$ cat src/rtl/uart_cmd_ctrl.sv
// uart_cmd_ctrl: assembles 4-byte UART command frames (HDR, ADDR, DATA, CHK) into register writes
//
// Ports:
//   clk, rst_n          clock, asynchronous active-low reset
//   rx_data, rx_vld     byte stream from the UART receiver
//   reg_addr, reg_wdata last good write, held until the next good frame
//   reg_wr              one-cycle write strobe
//   frame_err           one-cycle error strobe
//   err_code            cause of the last error (01 checksum, 10 timeout), held
//   err_cnt             saturating error counter
//   busy                frame in progress
//   tx_busy             downstream transmitter busy (echo build only)
//   tx_data, tx_vld     ACK/NAK reply byte and strobe (echo build only)
//
// Build option: define UART_CMD_ECHO_EN to enable the ACK/NAK reply path;
// otherwise tx_data/tx_vld are tied to 0 and tx_busy is ignored.
module uart_cmd_ctrl #(
   parameter logic [7:0] HDR_BYTE = 8'hA5,
   parameter int         TIMEOUT  = 104160,
   parameter int         TO_W     = 17,
   parameter logic [7:0] ACK_BYTE = 8'h5A,
   parameter logic [7:0] NAK_BYTE = 8'hEE
)(
   input  logic       clk,
   input  logic       rst_n,
   input  logic [7:0] rx_data,
   input  logic       rx_vld,
   output logic [7:0] reg_addr,
   output logic [7:0] reg_wdata,
   output logic       reg_wr,
   output logic       frame_err,
   output logic [1:0] err_code,
   output logic [7:0] err_cnt,
   output logic       busy,
   input  logic       tx_busy,
   output logic [7:0] tx_data,
   output logic       tx_vld
);
   typedef enum logic [1:0] {IDLE, ADDR, DATA, CHK} state_t;
   state_t          state;
   logic [7:0]      addr_tmp, data_tmp, err_cnt_inc;
   logic [TO_W-1:0] to_cnt;
   logic            timeout, sum_ok;
   assign busy        = state != IDLE;
   // a byte arriving on the terminal count cycle keeps the frame alive
   assign timeout     = busy && !rx_vld && to_cnt == TO_W'(TIMEOUT - 1);
   assign sum_ok      = rx_data == 8'(addr_tmp + data_tmp);
   assign err_cnt_inc = err_cnt == 8'hFF ? err_cnt : err_cnt + 8'd1;
   always_ff @(posedge clk or negedge rst_n) begin
      if (!rst_n) begin
         state     <= IDLE;
         addr_tmp  <= '0;
         data_tmp  <= '0;
         to_cnt    <= '0;
         reg_addr  <= '0;
         reg_wdata <= '0;
         reg_wr    <= 1'b0;
         frame_err <= 1'b0;
         err_code  <= '0;
         err_cnt   <= '0;
      end else begin
         reg_wr    <= 1'b0;
         frame_err <= 1'b0;
         to_cnt    <= (!busy || rx_vld || timeout) ? '0 : to_cnt + 1'b1;
         if (timeout) begin
            state     <= IDLE;
            frame_err <= 1'b1;
            err_code  <= 2'b10;
            err_cnt   <= err_cnt_inc;
         end else if (rx_vld) begin
            case (state)
               IDLE: if (rx_data == HDR_BYTE) state <= ADDR;
               ADDR: begin
                  addr_tmp <= rx_data;
                  state    <= DATA;
               end
               DATA: begin
                  data_tmp <= rx_data;
                  state    <= CHK;
               end
               CHK: begin
                  state <= IDLE;
                  if (sum_ok) begin
                     reg_addr  <= addr_tmp;
                     reg_wdata <= data_tmp;
                     reg_wr    <= 1'b1;
                  end else begin
                     frame_err <= 1'b1;
                     err_code  <= 2'b01;
                     err_cnt   <= err_cnt_inc;
                  end
               end
            endcase
         end
      end
   end
`ifdef UART_CMD_ECHO_EN
   logic       reply_pend, chk_done;
   logic [7:0] reply_byte;
   assign chk_done = rx_vld && state == CHK;
   // a completion in the same cycle as a send re-arms the single reply slot
   always_ff @(posedge clk or negedge rst_n) begin
      if (!rst_n) begin
         reply_pend <= 1'b0;
         reply_byte <= '0;
         tx_data    <= '0;
         tx_vld     <= 1'b0;
      end else begin
         tx_vld <= reply_pend && !tx_busy;
         if (reply_pend && !tx_busy) begin
            tx_data    <= reply_byte;
            reply_pend <= 1'b0;
         end
         if (chk_done) begin
            reply_pend <= 1'b1;
            reply_byte <= sum_ok ? ACK_BYTE : NAK_BYTE;
         end
      end
   end
`else
   logic unused_echo;
   assign unused_echo = ^{tx_busy, ACK_BYTE, NAK_BYTE};
   assign tx_data     = '0;
   assign tx_vld      = 1'b0;
`endif
endmodule

$ cat config.mk
export PLATFORM = sky130hd
export DESIGN_NAME = uart_cmd_ctrl
export DESIGN_NICKNAME = d
export VERILOG_FILES = /design/src/rtl/uart_cmd_ctrl.sv
export SDC_FILE = /design/constraint.sdc
export NUM_CORES = 1
export LEC_CHECK = 0
export ABC_AREA = 1
export BUFFER_PORTS_ARGS = -buffer_cell sky130_fd_sc_hd__buf_2
export CORE_AREA = 2 2 78 80
export CTS_BUF_LIST = sky130_fd_sc_hd__clkbuf_16
export DETAILED_ROUTE_END_ITERATION = 12
export DIE_AREA = 0 0 80 82
export PLACE_DENSITY = 0.82
export RECOVER_POWER = 25
export SYNTH_ARGS = -nofsm -noshare
export SYNTH_HDL_FRONTEND = slang
export SYNTH_SLANG_ARGS = --single-unit
export TNS_END_PERCENT = 50
$ cat constraint.sdc
create_clock -name clk -period 4.35 [get_ports clk]
set_clock_uncertainty 0.15 [all_clocks]
set_input_delay 0.435 -clock clk [delete_from_list [all_inputs] [get_ports clk]]
set_output_delay 0.435 -clock clk [all_outputs]
set_load 0.02 [all_outputs]
After elaboration in Yosys (flattened, before gate mapping)
Index checks and enable logic that the tools add are counted.

word-level totals
  register bits = 63
  input bits = 12
  output and inout port bits = 38
  word-level logic and storage cells = 60

cells by class
  add/subtract/negate cells = 3
  eq/ne operators = 9
  mux-type cells = 22
  bitwise operators = 1
  reduce and logical (&&, ||, !) cells = 15

operators by type and width
  kind                     number
  $mux W8                  5
  $add A17 B1 Y17 const B  1
  $eq A17 B17 Y1 const B   1
  $mux W17                 1
  $eq A8 B8 Y1 const B     2
  $mux W2                  7
  $reduce_and A3 Y1        3
  $add A8 B1 Y8 const B    1
  $add A8 B8 Y8            1
  $eq A8 B8 Y1             1
  $mux W1                  8
  $pmux W2 S4              1
  $reduce_bool A2 Y1       3
  $eq A2 B2 Y1 const B     2
  $reduce_and A4 Y1        1
  $ne A3 B3 Y1 const B     1
  $eq A2 B1 Y1 const B     1
  $logic_and A1 B1 Y1      2
  $logic_not A1 Y1         2
  $logic_not A2 Y1         1
  $logic_or A1 B1 Y1       2
  $ne A2 B2 Y1 const B     1
  $reduce_and A2 Y1        1
  $not A1 Y1               1

Logic depth before layout (Yosys ltp)
Gate-level depths: netlist of the first run.

  word-level depth = 6
  gate-level depth with buffers = 15
  gate-level depth less buffers = 14

Worst setup path before layout of the first run
Ideal clock, no wire load.

  path type = register to register
  start = reg addr_tmp[0]
  end = reg reg_addr[3]
  library setup time = 121 ps
  arrival = 2049 ps
  data required time = 4079 ps
  path slack = 2030 ps
  stages on the path, launching flop included = 15
  path buffers = 1
  period minus slack after synthesis = 2320 ps
  cell sequence = dfrtp_1 ha_1 fa_1 inv_1 nand2_1 nand2_1 nor2_1 nand2_1 nor2_1 nand2_1 nor2_4 nand2_4 buf_2 o21ai_1 nand2_1

between the ends
  longest elaborated chain between the ends = 3

RTL lines
  what                                line  source
  start: declaration                  41    logic [7:0] addr_tmp, data_tmp, err_cnt_inc;
  start signal: assignment            74    addr_tmp <= rx_data;
  $add A8 B8 Y8                       47    assign sum_ok = rx_data == 8'(addr_tmp + data_tmp);
  $eq A8 B8 Y1                        47
  $reduce_and A4 Y1 (no source line)  n/a
  end signal: assignment              84    reg_addr <= addr_tmp;
  end: declaration                    28    output logic [7:0] reg_addr,

No other way between the ends.
A chain may end at the register's enable or synchronous reset.

Final worst setup path of the first run
  start = reg addr_tmp[0]
  end = reg reg_wdata[3]

between the ends
  longest elaborated chain between the ends = 3

RTL lines
  what                                line  source
  $add A8 B8 Y8                       47
  $eq A8 B8 Y1                        47
  $reduce_and A4 Y1 (no source line)  n/a
  end signal: assignment              85    reg_wdata <= data_tmp;
  end: declaration                    29    output logic [7:0] reg_wdata,

No other way between the ends.

==> results of run 1 <==
==> power breakdown <==
group	internal (W)	switching, W
registers	0.000697	0.000127
logic	0.000277	0.000520
clock network	0.000384	0.000262
total	0.00136	0.000910
==> metrics by stage <==
step / worst slack [ns] / utilization, % / std cells
3_5_place_dp: 1.75 / 64.2 / 539
4_1_cts: 1.71 / 69.0 / 555
2_1_floorplan: 2.03 / - / 440
6_report: 1.72 / 69.0 / 555
3_3_place_gp: 1.84 / 64.2 / 539
5_1_grt: 1.50 / 69.0 / 555
==> placed cells by master (no fill, tap or decap), types with 10 or more instances in the layout <==
cell type and instances:
nand2_1 138, dfrtp_1 63, inv_1 43, buf_2 39, o21ai_0 28, nor2_1 26, nand3_1 17, nand4_1 15
ha_1 14, nor3_1 11, o21ai_1 11, xor2_1 10
==> sequential cells by signal, indices dropped and copies added (netlist names) <==
signal,cells
to_cnt,17
addr_tmp,8
data_tmp,8
err_cnt,8
reg_addr,8
reg_wdata,8
err_code,2
state,2
frame_err,1
reg_wr,1
==> kinds of logic after synthesis <==
| group | after synthesis |
|---|---|
| buf+inv | 63 |
| simple gates | 228 |
| flops | 63 |
| xor+xnor | 13 |
| other cells | 1 |
| fa+ha+maj | 15 |
| compound gates | 49 |
==> cells in the mapped netlist, types with 4 or more instances <==
cell type,n
a21oi_1,6
buf_4,9
dfrtp_1,63
ha_1,14
inv_1,43
nand2_1,138
nand3_1,17
nand4_1,15
nor2_1,26
nor3_1,11
nor3b_1,4
o21ai_0,28
o21ai_1,11
xor2_1,10
==> worst paths after layout <==
check | start | end | slack (ns) | depth (start not counted)
hold reg to reg | to_cnt[0]$_DFF_PN0_ | to_cnt[0]$_DFF_PN0_ | 0.32 | 1
setup / recovery | addr_tmp[0]$_DFFE_PN0P_ | reg_wdata[3]$_DFFE_PN0P_ | 1.72 | 14
max in group asynchronous | rst_n | to_cnt[9]$_DFF_PN0_ | 3.42 | 2
setup reg to reg | addr_tmp[0]$_DFFE_PN0P_ | reg_wdata[3]$_DFFE_PN0P_ | 1.72 | 14
min in group clk | rx_data[5] | data_tmp[5]$_DFFE_PN0P_ | 0.28 | 3
hold / removal | rst_n | reg_addr[5]$_DFFE_PN0P_ | 0.12 | 2
==> area by class of cell <==
| class | instances | share of cell area [%] |
|---|---|---|
| clock inverter | 7 | 1.26 |
| sequential | 63 | 39.8 |
| tap | 75 | 2.37 |
| multi-input combinational | 314 | 41.4 |
| inverter | 47 | 4.45 |
| clock buffer | 9 | 5.68 |
| timing repair buffer | 40 | 5.11 |
==> metal layers <==
metal	share of wire (%)	vias up	track usage (%)
li1	-	1465	-
met1	46	1403	35.2
met2	48	75	37.5
met3	5.1	10	4.84
met4	1.6	0	8.14
met5	0	-	0
==> flow_metrics.tcl, run 1 <==
set metrics [dict create \
    ant_nets 0 \
    slew_headroom_pct 47.9 \
    rows 28 \
    syn-cell-area_um2 3480 \
    wirelength_um 7290 \
    hold_slack_ns 0.116 \
    core-area_um2 5750 \
    drt-vias-per-instance 5.32 \
    hold_violations 0 \
    die_x_um 80 \
    end_kind "flop" \
    initial_core_util_pct 60.5 \
    drt_first_iter_violations 224 \
    power_w 0.00227 \
    synth_top_area_cell "dfrtp_1" \
    synth.avg_cell_area_um2 8.05 \
    worstMarginPinSlew_ns 0.781 \
    ctsResizeCount 0 \
    diodes 0 \
    crit_buf_inv 1 \
    postPlaceCellArea_um2 3690 \
    dp_hpwl_um 5170 \
    path_clk_slew_ns 0.06 \
    finalSetupViolCount 0 \
    crit_path_max_incr_delay_ns 0.51 \
    grt_max_degree 64 \
    max_freq_ghz 0.381 \
    cts_tree "built" \
    hp-class "input port to async pin" \
    route.detailed.drc 0 \
    period_needed_ns 2.63 \
    synth-compound-area-share_pct 7.38 \
    die_y_um 82 \
    synth_xor_area_share_pct 3.27 \
    synth_area_leaders "dfrtp_1 45%, nand2_1 15%, ha_1 5.0%" \
    tns_ns 0 \
    synth_warnings 0 \
    outcome "complete, no violations" \
    crit_top_cell "nand2_1" \
    port_buffers 39 \
    synth_ff_type "dfrtp_1" \
    post-cts-setup-buffers 0 \
    grt_pass1_wl_um 12400 \
    root_buffer "clkbuf_16" \
    rsz0062_at_grt "false" \
    gr-total-overflow 0 \
    dr.pass1.iters 5 \
    nets 502 \
    area_delta_synth_final_pct 14.0 \
    clk_path_buf_depth 2 \
    cp_top_family "simple AND/OR/NAND/NOR gates" \
    min_period_over_period_pct 60.4 \
    yosys_register_bits 63 \
    track_usage_pct 24.5 \
    critical_path_class "flop to flop" \
    first_global_vias 2648 \
    synth_fa_ha_area_share_pct 5.61 \
    synth_edf_count 0 \
    seq_area_um2 1580 \
    avgRoutedWirePerCell_um 13.1 \
    cts.sinks 63 \
    synth_cells 432 \
    fp.dieArea_um2 6560 \
    synth.distinct_cells 36 \
    leakagePower_nw 2.17 \
    max_cap_violations 0 \
    netlist.area_leader.share_pct 45.3 \
    crit_fanout 18 \
    htreeDepth 3 \
    gp_congestion 0.885 \
    cp.required_ns 4.47 \
    ctsHoldBuffers 0 \
    cpMaxStageDelayCell "fa_1" \
    ios 50 \
    vias 2953 \
    fillers 463 \
    ir_drop_mv 0.337 \
    antenna_found_initial 0 \
    drv_slew 0 \
    cp.arrival_ns 2.74 \
    cp_cell_sequence "ha_1, fa_1, inv_1, nand2_1, nand2_1, nor2_1, nand2_1, nor2_1, nand2_1, nor2_4, nand2_4, nor2_8, nand2_1, nand2_1" \
    multi_input_area_um2 1640 \
    layout-drive-gt1-share_pct 15.2 \
    synth_top_family_by_area "simple AND/OR/NAND/NOR gates" \
    final_area_um2 3960 \
    power_density_nw_per_um2 572 \
    yosys.area_share.simple_pct 29.9 \
    synthArstFlopShare_pct 100 \
    synth.area.mux_share_pct 0 \
    startpoint_type "flop" \
    cts_made_buffers 9 \
    clock_latency_ns 0.33 \
    ys_seq_area_share_pct 45.3 \
]
No activity file was read; power rests on OpenSTA's default activity.
==> run 2: changes to the inputs <==
Settings changed: ABC_AREA 1 to 0, CORE_AREA 2 2 78 80 to 2 2 79 81, DIE_AREA 0 0 80 82 to 0 0 81 83, PLACE_DENSITY 0.82 to 0.76.
Clock period 4.35 ns to 2.7 ns, I/O delays scaled along.
==> flow_metrics.tcl, run 2 <==
set metrics [dict create \
    area_delta_synth_final_pct 24.9 \
    slew_headroom_pct -7.25 \
    synth_cells 274 \
    grt_pass1_wl_um 10800 \
    port_buffers 39 \
    synth_top_area_cell "dfrtp_1" \
    route.detailed.drc 0 \
    first_global_vias 2256 \
    initial_core_util_pct 55.4 \
    synth.most_common_cell "dfrtp_1" \
    drv_slew 29 \
    path_clk_slew_ns 0.05 \
    ir_drop_mv 0.751 \
    outcome "finished, violations left" \
    drt-vias-per-instance 5.23 \
    dr.pass1.iters 6 \
    critical_path_class "flop to flop" \
    final_area_um2 4030 \
    cts.sinks 63 \
    hold_violations 0 \
    rows 28 \
    crit_buf_inv 1 \
    synth.avg_cell_area_um2 11.8 \
    drt_first_iter_violations 50 \
    ios 50 \
    largest_reg_flops 17 \
    nets 374 \
    ys_top_cells_by_count "63 x dfrtp_1, 26 x nor2_1, 24 x mux2_2" \
    power_w 0.00450 \
    synthArstFlopShare_pct 100 \
    dp_slack_ns -0.224 \
    cpMaxStageDelayCell "or3_4" \
    regMostFlops "to_cnt" \
    startpoint_type "flop" \
    ant_nets 0 \
    clock_latency_ns 0.33 \
    synth_warnings 0 \
    crit_path_max_incr_delay_ns 0.40 \
    violations "capacitance limit, slew limit, setup timing" \
    fin_ws_ns -0.210 \
    stdcell_count 427 \
    fp.dieArea_um2 6720 \
    worstMarginPinSlew_ns 1.61 \
    synth_area_leaders "dfrtp_1 49%, mux2_2 8.4%, xor2_1 5.7%" \
    tns_ns -3.74 \
    rsz0062_at_grt "true" \
    layout_common_cells "63 x dfrtp_1, 34 x buf_2, 26 x nor2_1, 22 x buf_4, 21 x xor2_1" \
    synth_edf_count 0 \
    diodes 0 \
    track_usage_pct 21.2 \
    placed_cells 408 \
    max_cap_violations 1 \
    min_period_over_period_pct 108 \
    ys_seq_area_share_pct 48.9 \
    layout_commonest_cell "dfrtp_1" \
    period_needed_ns 2.91 \
    htreeDepth 3 \
    die_x_um 81 \
    layout-drive-gt1-share_pct 33.8 \
    synth.distinct_cells 43 \
    end_kind "flop" \
    hp-class "input port to flop" \
    netlist.area_leader.share_pct 48.9 \
    postPlaceCellArea_um2 3670 \
    antenna_found_initial 0 \
    synth_ff_type "dfrtp_1" \
    max_freq_ghz 0.344 \
    cp.arrival_ns 2.97 \
    grt_max_degree 36 \
    clk_path_buf_depth 2 \
    power_density_nw_per_um2 1120 \
    gr-total-overflow 0 \
    cp_cell_sequence "ha_2, fa_2, a21o_2, a21oi_2, xnor2_1, nand4_1, or3_4, nor2_8, buf_12, mux2_4" \
    cp.required_ns 2.76 \
    dp_hpwl_um 4390 \
    finalSetupViolCount 23 \
    core-area_um2 5820 \
    wirelength_um 6340 \
    avgRoutedWirePerCell_um 14.8 \
    cts_made_buffers 9 \
    die_y_um 83 \
    leakagePower_nw 1.96 \
    syn-cell-area_um2 3220 \
    cp_top_family "simple AND/OR/NAND/NOR gates" \
    cts_tree "built" \
    crit_fanout 10 \
    vias 2232 \
    yosys_register_bits 63 \
    gp_congestion 0.825 \
    root_buffer "clkbuf_16" \
]
run 2: cell types whose count changed after synthesis, sizes merged, moves of 5 or more:
cell,previous run,this run
xor2,10,21
o21ai,39,4
nand4,16,4
xnor2,3,15
nor3,13,4
and3,0,5
inv,46,6
nand2,142,19
mux2,0,33
run 2: area by class of cell:
type                            count  area (um^2)
Sequential cell                    63         1580
Clock inverter                      7         56.3
Multi-Input combinational cell    200         1600
Inverter                            6         22.5
Timing Repair Buffer               67          447
Tap cell                           75         93.8
Clock buffer                        9          225
Fill cell                         435         1790
run 2: kinds of logic after synthesis:
logic type,share of synthesized area (%)
adders and majority gates,6.06
AOI/OAI and AO/OA,5.28
other,0.116
buffers and inverters,4.04
and+or+nand+nor,13.2
DFF,48.9
xor gates and xnor gates,9.78
muxes,12.6
run 2: through the flow:
step | hold slack (ns) | util, %
after floorplan | -0.176 | -
after global placement | 0.183 | 63.2
after detailed placement | 0.197 | 63.2
after CTS | 0.0771 | 69.0
after global routing | 0.0769 | 69.2
final | 0.0849 | 69.2
run 2: final timing paths:
check	slack, ns	cells after the start	start	to
max reg2reg	-0.21	10	addr_tmp[0]$_DFFE_PN0P_	reg_wdata[4]$_DFFE_PN0P_
max in group asynchronous	0.73	2	rst_n	reg_addr[0]$_DFFE_PN0P_
max	-0.21	10	addr_tmp[0]$_DFFE_PN0P_	reg_wdata[4]$_DFFE_PN0P_
min	0.08	2	rx_data[0]	data_tmp[0]$_DFFE_PN0P_
min in group asynchronous	0.73	2	rst_n	to_cnt[7]$_DFF_PN0_
min reg2reg	0.33	2	err_code[0]$_DFFE_PN0P_	err_code[0]$_DFFE_PN0P_
run 2: timing repair:
item	in CTS	in global routing
buffers inserted	2	0
setup endpoints to repair	23	24
hold buffers	1	0
gates resized for setup	7	4
cloned	0	0
hold endpoints to repair	28	0
pin swaps	1	1
run 2: metal layers:
layer	wire length [um]	global-route usage, %	share of wire [%]	vias up
met3	290	5.76	4.6	7
met2	3270	34.1	52	58
met4	73	8.63	1.2	0
met5	0	0	0	-
li1	-	-	-	1082
met1	2700	26.7	43	1085
run 2: where the power goes:
group / switching [W] / internal [W] / total, W
Combinational: 0.00101 / 0.00103 / 0.00203
Clock: 0.000387 / 0.000697 / 0.00108
Sequential: 0.000205 / 0.00118 / 0.00138
Total: 0.00160 / 0.00290 / 0.00450
==> run 3: changes to the inputs <==
Settings changed: RECOVER_POWER 25 to default.
==> flow_metrics.tcl, run 3 (synthesized netlist as in run 2, its figures left out) <==
set metrics [dict create \
    layout-drive-gt1-share_pct 35.2 \
    avgRoutedWirePerCell_um 14.8 \
    crit_buf_inv 1 \
    diodes 0 \
    clk_path_buf_depth 2 \
    hold_slack_ns 0.0855 \
    violations "setup timing" \
    vias 2234 \
    fillers 436 \
    finalSetupViolCount 23 \
    dr.pass1.iters 7 \
    wl_met2_um 3230 \
    max_freq_ghz 0.344 \
    worstMarginPinSlew_ns 0.671 \
    area_delta_synth_final_pct 25.1 \
    drt_first_iter_violations 50 \
    hp-class "input port to flop" \
    fin_ws_ns -0.208 \
    outcome "finished, violations left" \
    ir_drop_mv 0.751 \
    cp.arrival_ns 2.97 \
    antenna_found_initial 0 \
    first_global_vias 2256 \
    largest_reg_flops 17 \
    clock_latency_ns 0.33 \
    route.detailed.drc 0 \
    crit_path_max_incr_delay_ns 0.40 \
    leakagePower_nw 1.98 \
    die_x_um 81 \
    regMostFlops "to_cnt" \
    gr-total-overflow 0 \
    die_y_um 83 \
    slew_headroom_pct 55.3 \
    cts_made_buffers 9 \
    initial_core_util_pct 55.4 \
    gp_congestion 0.825 \
    nets 374 \
    rows 28 \
    placed_cells 408 \
    ios 50 \
    layout_common_cells "63 x dfrtp_1, 39 x buf_2, 26 x nor2_1, 22 x buf_4, 21 x xor2_1" \
    fp.dieArea_um2 6720 \
    htreeDepth 3 \
    critical_path_class "flop to flop" \
    power_w 0.00450 \
    cts_tree "built" \
    stdcell_count 427 \
    end_kind "flop" \
    startpoint_type "flop" \
    max_cap_violations 0 \
    power_density_nw_per_um2 1120 \
    rsz0062_at_grt "true" \
    cp_cell_sequence "ha_2, fa_2, a21o_2, a21oi_2, xnor2_1, nand4_1, or3_4, nor2_8, buf_12, mux2_4" \
    ant_nets 0 \
    period_needed_ns 2.91 \
    cp.required_ns 2.76 \
    cp_top_family "simple AND/OR/NAND/NOR gates" \
    drv_slew 0 \
    cpMaxStageDelayCell "or3_4" \
    drt-vias-per-instance 5.23 \
    highest_layer "met4" \
    cts.sinks 63 \
    grt_pass1_wl_um 10800 \
    crit_fanout 10 \
    min_period_over_period_pct 108 \
    grt_max_degree 36 \
    path_clk_slew_ns 0.05 \
    hold_violations 0 \
    utilization_pct 69.3 \
    port_buffers 39 \
    track_usage_pct 21.2 \
    layout_commonest_cell "dfrtp_1" \
    root_buffer "clkbuf_16" \
    dp_hpwl_um 4390 \
    wirelength_um 6330 \
    drt-met1-wl_um 2720 \
    wl_met3_um 284 \
    core-area_um2 5820 \
]
-- run 3: cell count changes in the layout (fill, tap and decap cells not counted), sizes merged --
cell	delta
clkbuf	-5
buf	+5
-- run 3: what timing repair did --
item / 4_1_cts / 5_1_grt
pin swaps: 1 / 1
hold buffers: 1 / 0
setup endpoints to repair: 23 / 24
endpoints found under the hold margin: 28 / 0
gates resized for setup: 7 / 4
setup buffers: 2 / 0
-- run 3: routing by layer --
layer / global-route usage (%) / vias up
met5: 0 / -
met4: 8.63 / 0
met3: 5.76 / 8
met2: 34.1 / 61
met1: 26.7 / 1082
li1: - / 1083
-- run 3: stage by stage --
step | TNS [ns] | setup slack [ns] | instance area, um^2
2_1_floorplan | -0.689 | -0.0765 | 3270
3_3_place_gp | -1.47 | -0.117 | 3670
3_5_place_dp | -3.08 | -0.224 | 3670
4_1_cts | -3.90 | -0.230 | 4010
5_1_grt | -6.37 | -0.310 | 4030
6_report | -3.71 | -0.208 | 4030
-- run 3: cell type report --
| class | instances | area [um^2] | share of cell area (%) |
|---|---|---|---|
| flip-flops and latches | 63 | 1580 | 39.1 |
| multi-input cells | 200 | 1600 | 39.8 |
| clock buffers | 9 | 225 | 5.59 |
| clock inverters | 7 | 56.3 | 1.40 |
| well taps | 75 | 93.8 | 2.33 |
| inverters | 6 | 22.5 | 0.559 |
| repair buffers | 67 | 453 | 11.2 |
-- run 3: worst paths after layout --
check	start	to	slack (ns)	cells past startpoint
min	rx_data[0]	data_tmp[0]$_DFFE_PN0P_	0.09	2
max	addr_tmp[0]$_DFFE_PN0P_	reg_wdata[4]$_DFFE_PN0P_	-0.21	10
min reg2reg	err_code[0]$_DFFE_PN0P_	err_code[0]$_DFFE_PN0P_	0.33	2
max in group asynchronous	rst_n	addr_tmp[3]$_DFFE_PN0P_	1.42	3
min in group asynchronous	rst_n	to_cnt[7]$_DFF_PN0_	0.36	2
max reg2reg	addr_tmp[0]$_DFFE_PN0P_	reg_wdata[4]$_DFFE_PN0P_	-0.21	10
-- run 3: where the power goes --
group / switching [W] / internal [W]
Combinational: 0.00101 / 0.00103
Clock: 0.000386 / 0.000697
Sequential: 0.000205 / 0.00118
Total: 0.00160 / 0.00291
-- run 3: worst register-to-register path, stage by stage, from the launching register on --
cell     delay (ns)
dfrtp_1        0.38
ha_2           0.21
fa_2           0.39
a21o_2         0.21
a21oi_2        0.16
xnor2_1        0.14
nand4_1        0.15
or3_4          0.40
nor2_8         0.13
buf_12         0.16
mux2_4         0.31
